**src/rtl/mem_port_arbiter.sv**
```systemverilog
// Two-port round-robin arbiter in front of one variable-latency memory.
// Requester 0 is instruction fetch (read-only), requester 1 is the load/store
// data port. Each access goes IDLE -> BUSY -> DONE; a timeout aborts accesses
// the memory never completes.
module mem_port_arbiter #(
  parameter int ADDR_W  = 32,
  parameter int DATA_W  = 32,
  parameter int TIMEOUT = 255
) (
  input  logic                clk,
  input  logic                rst,
  input  logic                i_if_req,
  input  logic [ADDR_W-1:0]   i_if_addr,
  output logic                o_if_ack,
  output logic [DATA_W-1:0]   o_if_rdata,
  input  logic                i_d_req,
  input  logic                i_d_we,
  input  logic [ADDR_W-1:0]   i_d_addr,
  input  logic [DATA_W-1:0]   i_d_wdata,
  input  logic [DATA_W/8-1:0] i_d_wstrb,
  output logic                o_d_ack,
  output logic [DATA_W-1:0]   o_d_rdata,
  output logic                o_err,
  output logic                o_stall,
  output logic                o_mem_en,
  output logic                o_mem_we,
  output logic [ADDR_W-1:0]   o_mem_addr,
  output logic [DATA_W-1:0]   o_mem_wdata,
  output logic [DATA_W/8-1:0] o_mem_wstrb,
  input  logic                i_mem_ready,
  input  logic [DATA_W-1:0]   i_mem_rdata
);

  localparam int STRB_W = DATA_W / 8;
  localparam int CNT_W  = $clog2(TIMEOUT + 1);
  localparam logic [CNT_W-1:0] CNT_LAST = CNT_W'(TIMEOUT - 1);

  typedef enum logic [1:0] {
    ST_IDLE = 2'd0,
    ST_BUSY = 2'd1,
    ST_DONE = 2'd2
  } state_e;

  state_e              state_q,      state_d;
  logic                last_grant_q, last_grant_d;
  logic                gnt_q,        gnt_d;        // 0 = fetch, 1 = data
  logic [ADDR_W-1:0]   addr_q,       addr_d;
  logic                we_q,         we_d;
  logic [DATA_W-1:0]   wdata_q,      wdata_d;
  logic [STRB_W-1:0]   wstrb_q,      wstrb_d;
  logic [CNT_W-1:0]    cnt_q,        cnt_d;
  logic                if_ack_q,     if_ack_d;
  logic                d_ack_q,      d_ack_d;
  logic                err_q,        err_d;
  logic [DATA_W-1:0]   if_rdata_q,   if_rdata_d;
  logic [DATA_W-1:0]   d_rdata_q,    d_rdata_d;
  logic                mem_en_q,     mem_en_d;
  logic                mem_we_q,     mem_we_d;

  logic                pick_s;       // port chosen in IDLE
  logic                finish_s;     // BUSY access ends this cycle
  logic [DATA_W-1:0]   result_s;     // value written to the granted rdata

  // Next-state, grant selection, latching and completion logic.
  always_comb begin
    state_d      = state_q;
    last_grant_d = last_grant_q;
    gnt_d        = gnt_q;
    addr_d       = addr_q;
    we_d         = we_q;
    wdata_d      = wdata_q;
    wstrb_d      = wstrb_q;
    cnt_d        = cnt_q;
    if_ack_d     = 1'b0;
    d_ack_d      = 1'b0;
    err_d        = 1'b0;
    if_rdata_d   = if_rdata_q;
    d_rdata_d    = d_rdata_q;
    pick_s       = 1'b0;
    finish_s     = 1'b0;
    result_s     = {DATA_W{1'b0}};

    case (state_q)
      ST_IDLE: begin
        if (i_if_req || i_d_req) begin
          // Under contention the port that did not win last time goes first.
          if (i_if_req && i_d_req) begin
            pick_s = ~last_grant_q;
          end else if (i_d_req) begin
            pick_s = 1'b1;
          end else begin
            pick_s = 1'b0;
          end
          gnt_d        = pick_s;
          last_grant_d = pick_s;
          cnt_d        = {CNT_W{1'b0}};
          state_d      = ST_BUSY;
          if (pick_s) begin
            addr_d  = i_d_addr;
            we_d    = i_d_we;
            wdata_d = i_d_wdata;
            wstrb_d = i_d_wstrb;
          end else begin
            addr_d  = i_if_addr;
            we_d    = 1'b0;
            wdata_d = {DATA_W{1'b0}};
            wstrb_d = {STRB_W{1'b0}};
          end
        end else begin
          state_d = ST_IDLE;
        end
      end

      ST_BUSY: begin
        if (i_mem_ready) begin
          // Writes return zero so a stale read value never leaks to the core.
          finish_s = 1'b1;
          result_s = we_q ? {DATA_W{1'b0}} : i_mem_rdata;
          err_d    = 1'b0;
        end else if (cnt_q == CNT_LAST) begin
          finish_s = 1'b1;
          result_s = {DATA_W{1'b0}};
          err_d    = 1'b1;
        end else begin
          cnt_d = cnt_q + CNT_W'(1);
        end

        if (finish_s) begin
          state_d  = ST_DONE;
          if_ack_d = ~gnt_q;
          d_ack_d  = gnt_q;
          if (gnt_q) begin
            d_rdata_d = result_s;
          end else begin
            if_rdata_d = result_s;
          end
        end else begin
          state_d = ST_BUSY;
        end
      end

      ST_DONE: begin
        // Requests are not looked at here, so a held req is not re-serviced.
        state_d = ST_IDLE;
      end

      default: begin
        state_d = ST_IDLE;
      end
    endcase

    mem_en_d = (state_d == ST_BUSY);
    mem_we_d = mem_en_d & we_d;
  end

  // State and datapath registers with synchronous reset.
  always_ff @(posedge clk) begin
    if (rst) begin
      state_q      <= ST_IDLE;
      last_grant_q <= 1'b1;
      gnt_q        <= 1'b0;
      addr_q       <= {ADDR_W{1'b0}};
      we_q         <= 1'b0;
      wdata_q      <= {DATA_W{1'b0}};
      wstrb_q      <= {STRB_W{1'b0}};
      cnt_q        <= {CNT_W{1'b0}};
      if_ack_q     <= 1'b0;
      d_ack_q      <= 1'b0;
      err_q        <= 1'b0;
      if_rdata_q   <= {DATA_W{1'b0}};
      d_rdata_q    <= {DATA_W{1'b0}};
      mem_en_q     <= 1'b0;
      mem_we_q     <= 1'b0;
    end else begin
      state_q      <= state_d;
      last_grant_q <= last_grant_d;
      gnt_q        <= gnt_d;
      addr_q       <= addr_d;
      we_q         <= we_d;
      wdata_q      <= wdata_d;
      wstrb_q      <= wstrb_d;
      cnt_q        <= cnt_d;
      if_ack_q     <= if_ack_d;
      d_ack_q      <= d_ack_d;
      err_q        <= err_d;
      if_rdata_q   <= if_rdata_d;
      d_rdata_q    <= d_rdata_d;
      mem_en_q     <= mem_en_d;
      mem_we_q     <= mem_we_d;
    end
  end

  assign o_if_ack    = if_ack_q;
  assign o_if_rdata  = if_rdata_q;
  assign o_d_ack     = d_ack_q;
  assign o_d_rdata   = d_rdata_q;
  assign o_err       = err_q;
  assign o_mem_en    = mem_en_q;
  assign o_mem_we    = mem_we_q;
  assign o_mem_addr  = addr_q;
  assign o_mem_wdata = wdata_q;
  assign o_mem_wstrb = wstrb_q;

  // Stall drops in the ack cycle so the core advances exactly once per access.
  assign o_stall = (i_if_req & ~if_ack_q) | (i_d_req & ~d_ack_q);

endmodule

```
**config.mk**
```make
export PLATFORM = sky130hd
export DESIGN_NAME = mem_port_arbiter
export DESIGN_NICKNAME = d
export VERILOG_FILES = /design/src/rtl/mem_port_arbiter.sv
export SDC_FILE = /design/constraint.sdc
export NUM_CORES = 1
export LEC_CHECK = 0
export CORE_MARGIN = 4
export CORE_UTILIZATION = 35
export CTS_BUF_LIST = sky130_fd_sc_hd__clkbuf_8
export CTS_CLUSTER_SIZE = 16
export DETAILED_ROUTE_END_ITERATION = 8
export PLACE_DENSITY_LB_ADDON = 0.1
export SETUP_SLACK_MARGIN = 0.1
export SLEW_MARGIN = 20
export SYNTH_ARGS = -nofsm -noshare
export SYNTH_HDL_FRONTEND = slang
export SYNTH_SLANG_ARGS = --single-unit
```
**constraint.sdc**
```tcl
create_clock -name clk -period 2.3 [get_ports clk]
set_clock_uncertainty 0.1 [all_clocks]
set_input_delay 0.46 -clock clk [delete_from_list [all_inputs] [get_ports clk]]
set_output_delay 0.46 -clock clk [all_outputs]
set_load 0.02 [all_outputs]
```
### Word-level counts from Yosys, hierarchy flattened

Index checks and enable logic that the tools add are counted.
W data, S select, Z words.

* flip-flop bits (word level): 150
* output and inout bits: 138

* reduce and logical (&&, ||, !) cells: 10
* mux-type cells: 22
* add/sub/neg operators: 1
* eq/ne operators: 6
* bitwise operators: 10

Operator list (number)
* $mux W32: 4
* $mux W8: 3
* $pmux W8 S2: 1
* $mux W1: 11
* $add A8 B1 Y8 const B: 1
* $eq A8 B8 Y1 const B: 1
* $ne A2 B2 Y1 const B: 3
* $not A1 Y1: 6
* $reduce_and A3 Y1: 2
* $reduce_or A3 Y1: 2
* $eq A2 B1 Y1 const B: 2
* $mux W4: 1
* $pmux W2 S2: 1
* $reduce_and A4 Y1: 1
* $and A1 B1 Y1: 3
* $logic_not A2 Y1: 1
* $mux W2: 1
* $reduce_and A2 Y1: 1
* $reduce_bool A2 Y1: 1
* $logic_and A1 B1 Y1: 1
* $logic_or A1 B1 Y1: 1
* $or A1 B1 Y1: 1

### Logic depth before layout (Yosys ltp)

* depth in word-level cells: 8
* mapped depth: 8
* gate-level depth less buffers: 6

### Least setup slack after synthesis

Ideal clock, no wire load.

* path kind: register to register
* start: register cnt_q[0]
* end: register d_rdata_q[26] (netlist: o_d_rdata[26])
* required time: 2.130 ns
* cell stages (with the launch flop): 9
* setup time: 0.070 ns
* data arrival time: 1.577 ns
* setup slack: 0.553 ns
* cells stage by stage: dfxtp_1 -> inv_1 -> ha_1 -> and3_1 -> a21oi_1 -> buf_2 -> buf_2 -> o21ai_0 -> a21oi_1

* word-level cells in the longest chain between the ends: 5

Ends and longest elaborated chain
* start, declared: line 51 `logic [CNT_W-1:0] cnt_q, cnt_d;`
* start signal, assigned: line 166 `cnt_q <= {CNT_W{1'b0}};`
* start signal, assigned: line 182 `cnt_q <= cnt_d;`
* $eq A8 B8 Y1: line 120 `end else if (cnt_q == CNT_LAST) begin`
* $mux W1: line 120
* $mux W1: line 115 `if (i_mem_ready) begin`
* $mux W1: line 83 `case (state_q)`
* $reduce_and A3 Y1 (no line)
* end signal, assigned: line 171 `d_rdata_q <= {DATA_W{1'b0}};`
* end signal, assigned: line 187 `d_rdata_q <= d_rdata_d;`
* end, declared: line 56 `logic [DATA_W-1:0] d_rdata_q, d_rdata_d;`

No other way between the ends. The select of a mux whose other input is x is not followed.
A chain may end at the register's enable or synchronous reset.

### Final worst setup path

* start: input port i_if_req
* end: output port o_stall

* word-level cells in the longest chain between the ends: 2

Ends and longest elaborated chain
* start, declared: line 12 `input logic i_if_req,`
* $and A1 B1 Y1: line 205 `assign o_stall = (i_if_req & ~if_ack_q) | (i_d_req & ~d_ack_q);`
* $or A1 B1 Y1: line 205
* end, declared: line 24 `output logic o_stall,`

No other way between the ends.

==> out/qor.csv <==
metric,value,unit
ys_ff_latch,150,
cts_hold_repair.buffers,0,
drt-initial-drc-count,312,
run_status,completed,
cp-start-kind,input port,
drtPass1Iterations,4,
final_critical_path_setup_slack,0.257,ns
design.portCount,276,
die_h,136,microns
critical_path.slowest_cell,sky130_fd_sc_hd__clkdlybuf4s50_1,
ys.warnings.count,0,
grt_pass1_vias,5701,
final-hold-violation-count,0,
wl_per_cell,17.0,microns
clk_pin_slew,0.08,ns
layout.cells.most_common,sky130_fd_sc_hd__clkdlybuf4s50_1,
synth_xor_xnor_area_share,0,
finalSetupViolCount,0,
yosys_most_used_dff,sky130_fd_sc_hd__dfxtp_1,
globalRouteOverflowTotal,0,
final_util,0.575,
avg_cell_area_syn,8.91,sq um
drc,0,
cts_tree,done,
hold-worst-slack,0.235,ns
vias,5781,
yosysTopAreaCell,sky130_fd_sc_hd__dfxtp_1,
grt_setup_unrepaired,false,
synth-edff-count,0,
gp_congestion,0.812,
ctsLongestPathBuffers,2,
dp.cells,1095,
synth-async-reset-ratio,0,
dpl-instance-area,0.00880,sq mm
final_cells,1127,
fp-row-count,46,
syn2layout_area_growth,59.8,%
fin_crit_sh,0.888,
clock_tree.htree_level_count,4,
timing.max_cap.violations,0,
pre_cts_ws,-0.0253,ns
post_synth_fa_ha_maj_area_fraction,0.00435,
synth_seq_area_share,0.522,
min_period,2.04,ns
cts_post_setup_buffers_inserted,0,
path_class,in2out,
place_hpwl,13300,microns
drive_above_1_share,0.0681,
floorplan.die.width,136,microns
globalRouteTotalUtil,0.201,
cts.repair.resized,1,
vias_cell,5.13,
timing.critical_path.cells,clkdlybuf4s50_1 -> inv_1 -> o22ai_1 -> dlygate4sd2_1,
ys_types,37,
clock_insertion_delay_worst_skew,0.44,ns
yosys-top-cells-area,"sky130_fd_sc_hd__dfxtp_1 52%, sky130_fd_sc_hd__a21oi_1 6.2%, sky130_fd_sc_hd__nand3_1 5.9%",
fillers,1463,
start_util,0.360,
power_density_over_cell_area,664,mW/mm^2
synthMuxAreaShare,0.0576,
design.die.area,0.0186,sq mm
maximum_number_of_pins_on_one_net_before_global_route_repair,65,
synth-compound-area-share,0.230,
sequential_cell_area,0.00300,sq mm
critPathRequiredTime,1.74,ns
timing.critical_path.slowest_cell_delay,0.48,ns
vdd.ir_drop.worst,0.312,mV
antenna_violating_nets_post_route,0,
route.final.wire_length,19200,microns
syn_area,0.00576,sq mm
p_leak,3.23,nW
core_region_area,0.0160,sq mm
fmaxAchievable,0.489,GHz
tritoncts_buffers,17,
mostFrequentLayoutCells,"273 x sky130_fd_sc_hd__clkdlybuf4s50_1, 150 x sky130_fd_sc_hd__dfxtp_1, 73 x sky130_fd_sc_hd__nor2_1, 70 x sky130_fd_sc_hd__a21oi_1, 68 x sky130_fd_sc_hd__nand3_1",
synthesis.instances,646,
critical_path.max_fanout,2,
synth_top_family_by_area,compound AO/OA/AOI/OAI gates,
cts_root_buf,sky130_fd_sc_hd__clkbuf_8,
synthesis.nets,786,
critical_path_arrival,1.48,ns
cts.sinks,150,
grt_pass1_wl,29700,microns
initial_antenna_violation_count,1,
finalMaxSlewViolations,0,
max-slew-margin-rel,0.608,
synthDominantCellAreaShare,0.522,
multi_input_area,0.00253,sq mm
worst_max_slew_pin_slew,0.587,ns
worst_setup_path_end_kind,output port,
synth-simple-area-share,0.137,
port_buffers,275,
numnets_final,1038,
post_route_cell_area,0.00920,sq mm
worstHoldPathType,in2reg,
==> through the flow <==
stage | total power (W) | setup TNS [ns]
floorplan | 0.00347 | 0
global placement | 0.00413 | -0.0431
detailed placement | 0.00416 | -0.0253
CTS | 0.00619 | 0
global route | 0.00641 | 0
finish | 0.00611 | 0
==> cell type report <==
| type | instances | area share |
|---|---|---|
| Antenna cell | 1 | 0.000272 |
| Clock buffer | 24 | 0.0359 |
| Clock inverter | 7 | 0.00734 |
| Inverter | 4 | 0.00163 |
| Multi-Input combinational cell | 429 | 0.275 |
| Sequential cell | 150 | 0.326 |
| Tap cell | 216 | 0.0294 |
| Timing Repair Buffer | 296 | 0.324 |
==> synthesized netlist by cell type (2+ instances only) <==
cell type	instances
sky130_fd_sc_hd__a211o_1	2
sky130_fd_sc_hd__a211oi_1	33
sky130_fd_sc_hd__a21boi_0	2
sky130_fd_sc_hd__a21oi_1	71
sky130_fd_sc_hd__a22oi_1	39
sky130_fd_sc_hd__a311oi_1	2
sky130_fd_sc_hd__buf_1	4
sky130_fd_sc_hd__buf_2	23
sky130_fd_sc_hd__clkbuf_1	36
sky130_fd_sc_hd__dfxtp_1	150
sky130_fd_sc_hd__ha_1	2
sky130_fd_sc_hd__inv_1	4
sky130_fd_sc_hd__mux2i_1	32
sky130_fd_sc_hd__nand2_1	6
sky130_fd_sc_hd__nand2b_1	3
sky130_fd_sc_hd__nand3_1	68
sky130_fd_sc_hd__nor2_1	75
sky130_fd_sc_hd__nor2b_1	3
sky130_fd_sc_hd__nor3_1	3
sky130_fd_sc_hd__nor4_1	3
sky130_fd_sc_hd__o21ai_0	68
sky130_fd_sc_hd__o22ai_1	2
==> per-layer routing <==
metal  track usage  part of all wire  vias to the layer above
met4        0.0677             0.013                        0
li1              -                 -                     2823
met5             0                 0                        -
met3        0.0711             0.081                       17
met2         0.331              0.50                      211
met1         0.243              0.41                     2730
==> sequential cells by signal (all words and copies together) (netlist names) <==
register / flops
cnt_q: 8
o_d_ack: 1
o_d_rdata: 32
o_if_ack: 1
o_mem_en: 1
o_mem_addr: 32
o_mem_we: 1
last_grant_q: 1
gnt_q: 1
o_if_rdata: 32
o_mem_wdata: 32
o_mem_wstrb: 4
state_q: 2
we_q: 1
o_err: 1
==> final timing paths <==
kind	startpoint	endpoint	slack, ns	depth (start not counted)
worst max-delay path	i_if_req	o_stall	0.26	4
worst min-delay path	rst	o_mem_en	0.24	2
worst max register to register	cnt_q[0]	o_d_rdata[22]	0.45	7
worst min register to register	o_d_rdata[12]	o_d_rdata[12]	0.38	2
==> critical path, delay by kind of cell <==
family,cells,cell delay [ns]
AOI/OAI and AO/OA,1,0.14
buffers and inverters,3,0.88
==> report_power, final <==
group	internal [W]	switching (W)	leakage, nW
clock	0.00105	0.000967	0.205
combinational	0.000631	0.000646	1.81
sequential	0.00274	0.0000781	1.22
==> cell families after synthesis <==
group / Yosys count
AO/OA/AOI/OAI: 223
adder cells (fa/ha/maj): 2
buffers and inverters: 67
flip-flops: 150
multiplexers: 33
AND/OR/NAND/NOR: 171
Power figures use the tool's default switching activity.
